===== config.mk =====
export PLATFORM = sky130hd
export DESIGN_NAME = apu_pulse_ctrl
export DESIGN_NICKNAME = d
export VERILOG_FILES = /design/src/rtl/apu_pkg.sv /design/src/rtl/apu_length_counter.sv /design/src/rtl/apu_pulse_ctrl.sv
export SDC_FILE = /design/constraint.sdc
export NUM_CORES = 1
export LEC_CHECK = 0
export CELL_PAD_IN_SITES_DETAIL_PLACEMENT = 0
export CELL_PAD_IN_SITES_GLOBAL_PLACEMENT = 1
export CORE_MARGIN = 4
export CORE_UTILIZATION = 35
export DETAILED_ROUTE_END_ITERATION = 7
export PLACE_DENSITY = 0.81
export SLEW_MARGIN = 20
export SYNTH_ARGS = -nofsm -noshare
export SYNTH_HDL_FRONTEND = slang
export SYNTH_SLANG_ARGS = --single-unit

===== constraint.sdc =====
create_clock -name cpu_clk -period 5 [get_ports cpu_clk]
set_clock_uncertainty 0.05 [all_clocks]
set_input_delay 1 -clock cpu_clk [delete_from_list [all_inputs] [get_ports cpu_clk]]
set_output_delay 1 -clock cpu_clk [all_outputs]
set_load 0.01 [all_outputs]

===== src/rtl/apu_pkg.sv =====
// Shared constants for the APU channel front ends: register map, length table,
// and the pulse-channel minimum period below which the output is muted.
package apu_pkg;

  localparam logic [1:0] REG_CTRL  = 2'd0;
  localparam logic [1:0] REG_SWEEP = 2'd1;
  localparam logic [1:0] REG_TLO   = 2'd2;
  localparam logic [1:0] REG_THI   = 2'd3;

  localparam int PULSE_MIN_PERIOD = 8;

  localparam logic [7:0] LENGTH_TABLE [32] = '{
    8'd10,  8'd254, 8'd20,  8'd2,  8'd40, 8'd4,  8'd80, 8'd6,
    8'd160, 8'd8,   8'd60,  8'd10, 8'd14, 8'd12, 8'd26, 8'd14,
    8'd12,  8'd16,  8'd24,  8'd18, 8'd48, 8'd20, 8'd96, 8'd22,
    8'd192, 8'd24,  8'd72,  8'd26, 8'd16, 8'd28, 8'd32, 8'd30
  };

  function automatic logic [7:0] length_lookup(input logic [4:0] idx);
    return LENGTH_TABLE[idx];
  endfunction

endpackage


===== src/rtl/apu_length_counter.sv =====
// Length counter shared by pulse, triangle and noise channels.
// Priority: disable clear > table load > halted/ticked decrement.
module apu_length_counter
  import apu_pkg::*;
#(
  parameter int LEN_W = 8
) (
  input  logic             clk,
  input  logic             rst_n,
  input  logic             i_chan_en,
  input  logic             i_load,
  input  logic [4:0]       i_index,
  input  logic             i_tick,
  input  logic             i_halt,
  output logic [LEN_W-1:0] o_count,
  output logic             o_active
);

  logic [LEN_W-1:0] r_count;
  logic [LEN_W-1:0] w_load_val;

  assign w_load_val = LEN_W'(length_lookup(i_index));

  always_ff @(posedge clk or negedge rst_n) begin
    if (!rst_n) begin
      r_count <= '0;
    end else if (!i_chan_en) begin
      r_count <= '0;
    end else if (i_load) begin
      r_count <= w_load_val;
    end else if (i_tick && !i_halt && (r_count != '0)) begin
      // Saturates at zero: the guard above stops any wrap.
      r_count <= r_count - LEN_W'(1);
    end
  end

  assign o_count  = r_count;
  assign o_active = (r_count != '0);

endmodule


===== src/rtl/apu_pulse_ctrl.sv =====
// Pulse channel front end: CPU register file, period timer driving the
// sequencer clock level, sequencer restart and the length counter.
module apu_pulse_ctrl
  import apu_pkg::*;
#(
  parameter int LEN_W = 8,
  parameter int PER_W = 11
) (
  input  logic             cpu_clk,
  input  logic             reset_n,
  input  logic             apu_cycle,
  input  logic             frame_half,
  input  logic             chan_en,
  input  logic             wr_en,
  input  logic [1:0]       wr_addr,
  input  logic [7:0]       wr_data,
  output logic [1:0]       duty,
  output logic             seq_clk,
  output logic             seq_reset,
  output logic             const_vol,
  output logic [3:0]       volume,
  output logic [7:0]       sweep_reg,
  output logic [PER_W-1:0] timer_period,
  output logic [LEN_W-1:0] length_count,
  output logic             length_active,
  output logic             silenced
);

  logic [1:0]       r_duty;
  logic             r_halt;
  logic             r_const_vol;
  logic [3:0]       r_volume;
  logic [7:0]       r_sweep;
  logic [PER_W-1:0] r_period;
  logic [PER_W-1:0] r_timer;
  logic             r_seq_clk;
  logic             r_seq_reset;
  logic             w_thi_wr;
  logic [LEN_W-1:0] w_len;
  logic             w_len_active;

  assign w_thi_wr = wr_en && (wr_addr == REG_THI);

  always_ff @(posedge cpu_clk or negedge reset_n) begin
    if (!reset_n) begin
      r_duty      <= '0;
      r_halt      <= 1'b0;
      r_const_vol <= 1'b0;
      r_volume    <= '0;
      r_sweep     <= '0;
      r_period    <= '0;
    end else if (wr_en) begin
      case (wr_addr)
        REG_CTRL: begin
          r_duty      <= wr_data[7:6];
          r_halt      <= wr_data[5];
          r_const_vol <= wr_data[4];
          r_volume    <= wr_data[3:0];
        end
        REG_SWEEP: r_sweep         <= wr_data;
        REG_TLO:   r_period[7:0]   <= wr_data;
        default:   r_period[10:8]  <= wr_data[2:0];
      endcase
    end
  end

  // Period writes only land in r_period; the running count picks them up at reload.
  always_ff @(posedge cpu_clk or negedge reset_n) begin
    if (!reset_n) begin
      r_timer   <= '0;
      r_seq_clk <= 1'b0;
    end else if (apu_cycle) begin
      if (r_timer == '0) begin
        r_timer   <= r_period;
        r_seq_clk <= ~r_seq_clk;
      end else begin
        r_timer <= r_timer - PER_W'(1);
      end
    end
  end

  always_ff @(posedge cpu_clk or negedge reset_n) begin
    if (!reset_n) r_seq_reset <= 1'b0;
    else          r_seq_reset <= w_thi_wr;
  end

  apu_length_counter #(.LEN_W(LEN_W)) u_len (
    .clk      (cpu_clk),
    .rst_n    (reset_n),
    .i_chan_en(chan_en),
    .i_load   (w_thi_wr),
    .i_index  (wr_data[7:3]),
    .i_tick   (frame_half),
    .i_halt   (r_halt),
    .o_count  (w_len),
    .o_active (w_len_active)
  );

  assign duty          = r_duty;
  assign seq_clk       = r_seq_clk;
  assign seq_reset     = r_seq_reset;
  assign const_vol     = r_const_vol;
  assign volume        = r_volume;
  assign sweep_reg     = r_sweep;
  assign timer_period  = r_period;
  assign length_count  = w_len;
  assign length_active = w_len_active;
  assign silenced      = (w_len == '0) | (r_period < PER_W'(PULSE_MIN_PERIOD));

endmodule


; Yosys cells after proc, flatten, opt, wreduce, memory -nomap -nowiden
; Memories as Yosys holds them, arrays and structs flattened.
; Cells that the tools add are included.
[classes]
addsub = 2
magnitude_cmp = 2
n_eq_ne = 4
n_mux = 6
bitwise = 4
reduce_logical = 14
[op_table]
columns = operator, count
row1 = two-way mux 8 bit, 5
row2 = zero test 11 bit, 1
row3 = "< comparator 11 x 4 -> 1 bit, second input constant", 1
row4 = two-way mux 11 bit, 1
row5 = "subtractor 11 x 1 -> 11 bit, second input constant", 1
row6 = AND reduction 2 bit, 5
row7 = zero test 8 bit, 1
row8 = nonzero test 8 bit, 1
row9 = "subtractor 8 x 1 -> 8 bit, second input constant", 1
row10 = ">= comparator 6 bit, second input constant", 1
row11 = NOT 5 -> 6 bit, 1
row12 = "equality test 2 bit, second input constant", 2
row13 = logical AND 1 bit, 3
row14 = "!= test 3 x 1 -> 1 bit, second input constant", 1
row15 = OR reduction 3 bit, 1
row16 = "equality test 2 x 1 -> 1 bit, second input constant", 1
row17 = zero test 2 bit, 1
row18 = NOT 1 bit, 2
row19 = zero test 1 bit, 1
row20 = OR 1 bit, 1
[word_totals]
register_bits = 48
rom_bits = 256
input_bits = 16
out_inout_bits = 38
n_memories = 1
[memory_table]
columns = memory, words, width, rd, rd_ports_with_merged_regs, write_ports, line
row1 = (name not given), 32, 8, 1, 0, 0, apu_pkg.sv:20  ; return LENGTH_TABLE[idx];

; Logic depth before layout (Yosys ltp)
; Gate-level depths: netlist of run 1.
[depth]
word_depth = 6
depth_mapped = 7

; Modules after synthesis
; A second synthesis of run 1 with hierarchy kept.
[unflattened]
hier_cells = 256
area_unflattened_um2 = 2710.1
[by_module_without_submodules]
columns = module, n_inst, cells_per_inst, area_per_inst_um2, seq_area_each_um2
row1 = apu_pulse_ctrl, 1, 150, 1826.8, 1001.0
row2 = apu_length_counter, 1, 106, 883.3, 200.2

; Worst setup path after synthesis of run 1
; OpenSTA, ideal clock, no wires.
[synth_timing]
kind = register to output
startpoint = register u_len.r_count[0] (netlist: u_len.o_count[0])
endpoint = output port silenced
arrival_ps = 1606
required_time_ps = 3950
slack_ps = 2344
path_stages_with_launch = 6
n_path_buf = 0
cell_sequence = dfrtp_1 -> inv_1 -> ha_1 -> nor4b_1 -> nand2_1 -> nand2_1
[synth_via]
elab_chain_len = 2
[synth_lines]
columns = element, line
row1 = start: declaration, apu_length_counter.sv:19  ; logic [LEN_W-1:0] r_count;
row2 = start signal: assignment, apu_length_counter.sv:30  ; r_count <= w_load_val;
row3 = start signal: assignment, apu_length_counter.sv:33  ; r_count <= r_count - LEN_W'(1);
row4 = zero test 8 bit, apu_pulse_ctrl.sv:108  ; assign silenced = (w_len == '0) | (r_period < PER_W'(PULSE_MIN_PERIOD));
row5 = OR 1 bit, apu_pulse_ctrl.sv:108
row6 = end: declaration, apu_pulse_ctrl.sv:26  ; output logic silenced
; Every way passes these cells.

; Worst setup path in the final report of run 1
; Same ends and word-level chain as after synthesis.

==> metrics.md, run 1 <==
| Metric | Value |
|---|---|
| Status | `finished clean` |
| Setup slack at placement | `1.62 ns` |
| Clock Path Buffers | `2` |
| Layout fillers | `712` |
| Drt initial violations | `76` |
| Post-synth top area share | `0.465` |
| Core Box Area | `~7000 um2` |
| Hold slack | `0.426 ns` |
| Top post-synthesis cells by area | `dfrtp_1 46%, mux2_2 7.0%, ha_1 4.8%` |
| Synth Area per Inst | `10.1 um2` |
| Hold Buf Count CTS | `0` |
| Setup WS post-layout | `around 1.3 ns` |
| Minimum clock period after layout | `3.68 ns` |
| Max Clock Freq | `272 MHz` |
| Crit path cell chain | `inv_1 -> ha_1 -> nor4b_1 -> nand2_1 -> nand2_1 -> clkdlybuf4s50_1` |
| Slew Limit Headroom | `0.430` |
| Worst endpoint required time | `~4.0 ns` |
| Drt first pass iters | `4` |
| VDD IR max | `130 uV` |
| Vias in the first global route | `2,093` |
| CP max FO | `6` |
| N_diodes | `0` |
| Die height | `about 94 um` |
| Worst hold path class | `reg -> reg` |
| Largest net degree at the start of global routing | `49` |
| Adder-cell share of the synthesized area | `0.0484` |
| Number of port buffers | `53` |
| Kind of critical path | `reg -> out` |
| Top-count cell post-synth | `dfrtp_1` |
| Layout cells sized above 1 | `0.0965` |
| Multiplexer share of the synthesized area | `0.105` |
| # rows | `31` |
| Reg area | `1200 um2` |
| Most used cell, CP | `nand2_1` |
| Largest area contributor in the netlist | `dfrtp_1` |
| Library cells used by synthesis | `between 40 and 50` |
| Die footprint | `8820 um2` |
| CP endpoint kind | `primary output` |
| Post-Synth XOR/XNOR Area | `0.0169` |
| Worst path slowest cell | `nor4b_1` |
| Sequential-to-total area share from yosys stat | `0.465` |
| Reg2Reg Depth | `6` |
| Post-synth EDFFs | `0` |
| Global-route usage over all layers | `0.150` |
| Pins Over Slew Limit | `0` |
| DR DRC count | `0` |
| Most used DFF post-synth | `dfrtp_1` |
| CTS sink count | `48` |
| TritonCTS clock tree | `built` |
| Total chip power | `1.38 mW` |
| Pwr/cell area | `around 410 nW/um2` |
| Tcrit/Tclk final | `0.735` |
| Final setup viols | `0` |
| Asr flop ratio synth | `1.00` |
| Drt wl/cell | `~16 um` |
| GP Congestion | `0.889` |
| Max H-tree Level | `2` |
| Buffer and inverter count on the worst path | `2` |
| Worst-Margin Slew | `0.843 ns` |
| Post-synth net total | `283` |
| Arrival time worst endpoint | `2.63 ns` |
| Grt ovf | `0` |
| Crit-path max cell delay | `0.70 ns` |
| Total CTS buffers | `5` |
| CTS root buf | `clkbuf_8` |
| Flop-to-flop setup slack | `around 2.6 ns` |
| Reg-to-Reg End | `u_len.o_count[1]` |
| Hold endpoint | `seq_clk` |
| Synthesis Warnings | `0` |
| Synthesis-to-finish area growth | `29.5%` |
| MaxCap Viol Count | `0` |
| Multi-input gate area | `1290 um2` |
| CTS resizes | `0` |
| Startpoint Class | `flop` |
| I/O pin total | `54` |
| Hold Vio Cnt, Final | `0` |
| First-pass GRT wire length | `between 10,000 and 15,000 um` |
| Final nets | `336` |
| Hold Path Depth | `1` |
| Clock latency on the worst-skew pair | `0.30 ns` |
| DP Wirelength | `4760 um` |
| RSZ-0062 raised after global routing | `no` |
| Delay-heaviest family, CP | `simple AND/OR/NAND/NOR gates` |
| Post-synthesis simple-gate area fraction | `0.166` |
| Final WL | `6450 um` |
| Setup bufs post-CTS | `0` |
| Vias/cell | `a little over 5` |
| Via count | `between 2,000 and 2,500` |
| Largest family of logic cells by synthesized area | `simple AND/OR/NAND/NOR gates` |
| Min-delay src | `seq_clk` |
| Reg clk slew, reported paths | `0.10 ns` |
| Synth cell count leaders | `48 x dfrtp_1, 30 x nand2_1, 17 x o21ai_0` |
| TNS Setup | `0 ns` |
| Post-Synthesis Cells | `257` |
| Cell Area, Placed | `3210 um2` |
| Initial antenna violation count | `0` |
| Starting Density | `0.358` |
| RR Startpoint | `u_len.o_count[0]` |
| Syn Std Cell Area | `between 2000 and 3000 um2` |
| Flops & latches, synth | `between 40 and 50` |
| Synth Area in Compound Gates | `0.165` |
| Die Width | `93.9 um` |
| Antenna-violating nets left | `0` |
| Final Cell Area | `roughly 3300 um2` |
| Standby leakage power | `between 1 and 1.5 nW` |
placed cells by master, fill, tap and decap left out, types with 3 or more instances in the layout:
master           count
a211oi_1             3
a21oi_1             12
a2bb2oi_1            4
clkbuf_8             5
clkdlybuf4s50_1     52
dfrtp_1             48
ha_1                10
inv_1               16
mux2_2              16
mux2i_1              8
nand2_1             30
nand3b_1             3
nand4_1              4
nor2_1              14
nor2b_1              5
nor3_1               6
o21ai_0             17
o22ai_1              4
o2bb2ai_1            3
xnor2_1              3
power breakdown:
| part | internal, mW | leakage (nW) | total (mW) | switching (mW) |
|---|---|---|---|---|
| sequential | 0.483 | 0.593 | 0.579 | 0.0960 |
| combinational | 0.249 | 0.786 | 0.460 | 0.211 |
| clock | 0.201 | 0.0687 | 0.338 | 0.137 |
logic make-up after synthesis:
group                    Yosys count
AO/OA/AOI/OAI                     63
buffers and inverters             24
adder cells (fa/ha/maj)           10
XOR/XNOR                           5
AND/OR/NAND/NOR                   82
flip-flops                        48
multiplexers                      25
metrics by stage:
step / instances / util
2_1_floorplan: 257 / -
3_3_place_gp: 402 / 0.445
3_5_place_dp: 402 / 0.445
4_1_cts: 410 / 0.464
5_1_grt: 410 / 0.464
6_report: 410 / 0.464
cell type report:
cell class,count,area share
clock buffer,5,0.0206
clock inverter,3,0.0206
inverter,17,0.0191
multi-input combinational,185,0.386
sequential,48,0.359
tap,99,0.0370
timing repair buffer,53,0.158
layer usage:
metal,share of wire,wire [um],up-vias,track usage
met4,0.0043,28,0,0.0277
met1,0.47,3030,1003,0.204
met3,0.056,359,5,0.0417
li1,-,-,1036,-
met5,0,0,-,0
met2,0.47,3040,50,0.240
worst max-delay path by stage:
stage / from / endpoint / slack [ns] / depth (start not counted)
after CTS: u_len.o_count[0] / silenced / 1.28 / 6
after global placement: u_len.o_count[0] / silenced / 1.76 / 6
after detailed placement: u_len.o_count[0] / silenced / 1.62 / 6
final: u_len.o_count[0] / silenced / 1.32 / 6
after global routing: u_len.o_count[1] / silenced / 1.10 / 6
after floorplan: u_len.o_count[0] / silenced / 2.34 / 5
worst reg2reg max path: stages, from the launching register on:
cell and delay (ns):
dfrtp_1 0.44, inv_1 0.10, ha_1 0.18, nor4b_1 0.70, a21oi_1 0.32, mux2_2 0.35, o21ai_0 0.17
Power figures use the tool's default switching activity.
==> inputs of run 2 (changes only) <==
==> constraint.sdc (replaced) <==
create_clock -name cpu_clk -period 3.5 [get_ports cpu_clk]
set_clock_uncertainty 0.05 [all_clocks]
set_input_delay 0.7 -clock cpu_clk [delete_from_list [all_inputs] [get_ports cpu_clk]]
set_output_delay 0.7 -clock cpu_clk [all_outputs]
set_load 0.01 [all_outputs]
==> run 2 against run 1 <==
Against the previous run: worst setup slack got worse by 0.81 ns; wire length decreased by 0.23%; total power increased by 35%; cell count increased by 0.49%; die area unchanged; register-to-register slack got worse by 1.4 ns; critical path type unchanged; critical endpoint unchanged; largest power group unchanged.
==> metrics.md, run 2 (synthesis gave the netlist of run 1 again) <==
| Metric | Value |
|---|---|
| Global-route usage over all layers | `0.151 (+0.00102)` |
| Die Width | `93.9 um (unchanged)` |
| Core Box Area | `7210 um2 (unchanged)` |
| Synthesis-to-finish area growth | `28.6%` |
| Grt ovf | `0 (unchanged)` |
| Via count | `2,117 (+1.1%)` |
| Clock Path Buffers | `2 (unchanged)` |
| RR Startpoint | `r_timer[3]` |
| Highest metal used | `met4` |
| Worst hold path class | `in -> async` |
| Met2 WL | `2960 um (-2.4%)` |
| Reg-to-Reg End | `r_timer[9]` |
| Met3 wire length | `224 um (-38%)` |
| GP Congestion | `0.869 (-2.3%)` |
| CTS resizes | `0 (unchanged)` |
| Pwr/cell area | `558 nW/um2 (+36%)` |
| Total CTS buffers | `5 (unchanged)` |
| Startpoint Class | `flop` |
| DR DRC count | `0 (unchanged)` |
| TritonCTS clock tree | `built` |
| Hold Vio Cnt, Final | `0 (unchanged)` |
| CP endpoint kind | `primary output` |
| RSZ-0062 raised after global routing | `no` |
| N_diodes | `0 (unchanged)` |
| Max Clock Freq | `roughly 330 MHz` |
| Most frequent cells in the layout | `52 x clkdlybuf4s50_1, 48 x dfrtp_1, 30 x nand2_1, 17 x o21ai_0` |
| Drt first pass iters | `4 (unchanged)` |
| Slew Limit Headroom | `0.552 (+0.122)` |
| Most common cell after layout, fill and taps aside | `clkdlybuf4s50_1` |
| Final setup viols | `0 (unchanged)` |
| Standby leakage power | `1.43 nW (-1.1%)` |
| I/O pin total | `54 (unchanged)` |
| Die height | `93.9 um (unchanged)` |
| # rows | `31 (unchanged)` |
| Setup bufs post-CTS | `0 (unchanged)` |
| Pins Over Slew Limit | `0 (unchanged)` |
| Total chip power | `1.85 mW (+35%)` |
| Starting Density | `0.358 (unchanged)` |
| Reg clk slew, reported paths | `0.10 ns (about the same)` |
| Clock latency on the worst-skew pair | `0.30 ns (about the same)` |
| Number of port buffers | `53 (unchanged)` |
| Minimum clock period after layout | `2.99 ns` |
| Status | `finished clean` |
| Reg2Reg Depth | `4 (-2)` |
| DP Wirelength | `4700 um (-1.2%)` |
| Final WL | `6440 um (-0.23%)` |
| Worst-Margin Slew | `0.670 ns (-0.173 ns)` |
| CTS root buf | `clkbuf_8` |
| Hold Buf Count CTS | `0 (unchanged)` |
| DRT met1 WL | `3150 um (+4.1%)` |
| Vias in the first global route | `2,103 (+0.48%)` |
| First-pass GRT wire length | `10,600 um (+1.5%)` |
| Initial antenna violation count | `0 (unchanged)` |
| Largest net degree at the start of global routing | `49 (unchanged)` |
| Max H-tree Level | `2 (unchanged)` |
| Flop-to-flop setup slack | `1.26 ns (-1.36 ns)` |
| CTS sink count | `48 (unchanged)` |
| Worst endpoint required time | `2.75 ns (-1.20 ns)` |
| CP max FO | `6 (unchanged)` |
| Final nets | `338 (+0.60%)` |
| Layout cells sized above 1 | `0.102 (+0.00577)` |
| Antenna-violating nets left | `0 (unchanged)` |
| Vias/cell | `5.14 (+0.61%)` |
| Drt wl/cell | `15.6 um (-0.72%)` |
| Tcrit/Tclk final | `0.853` |
| VDD IR max | `239 uV (+84%)` |
| MaxCap Viol Count | `0 (unchanged)` |
| Kind of critical path | `reg -> out` |
| TNS Setup | `0 ns (unchanged)` |
| Arrival time worst endpoint | `2.24 ns (-0.39 ns)` |
| Die footprint | `8820 um2 (unchanged)` |
| Drt initial violations | `61 (-20%)` |
## run 2: through the flow
stage	std cells	hold WS (ns)	utilization	setup slack, ns	area [um2]
after global routing	412	0.407	0.461	0.338	3320
after CTS	412	0.428	0.460	0.509	3320
final	412	0.353	0.461	0.515	3320
after detailed placement	404	0.411	0.447	0.719	3220
after global placement	404	0.406	0.447	0.749	3220
after floorplan	257	0.354	-	1.14	2580
## run 2: metal layers
layer,GRT usage,vias up
li1,-,1043
met1,0.219,1016
met2,0.233,47
met3,0.0248,11
met4,0.0373,0
met5,0,-
## run 2: how the worst max path moves through the flow
stage / from / to
floorplan: u_len.o_count[0] / silenced
global placement: frame_half / u_len.o_count[6]
detailed placement: wr_data[3] / u_len.o_count[5]
CTS: u_len.o_count[0] / silenced
global route: u_len.o_count[1] / silenced
finish: u_len.o_count[0] / silenced
## run 2: report_power, final
part | total, mW | switching, mW | internal, mW | leakage, nW
Sequential | 0.829 | 0.139 | 0.690 | 0.593
Combinational | 0.665 | 0.301 | 0.364 | 0.795
Clock | 0.360 | 0.199 | 0.160 | 0.0434
Total | 1.85 | 0.639 | 1.21 | 1.43
## run 2: cell type report
class	instances	area, um2
Fill cell	717	3890
Multi-Input combinational cell	185	1290
Sequential cell	48	1200
Timing Repair Buffer	55	543
Tap cell	99	124
Clock buffer	6	82.6
Inverter	17	63.8
Clock inverter	2	15.0
## run 2: critical path: stages (launching register included)
cell             delay (ns)
dfrtp_1                0.45
inv_1                  0.10
ha_1                   0.19
nor4b_1                0.24
buf_4                  0.19
nand2_1                0.13
nand2_1                0.10
clkdlybuf4s50_1        0.53
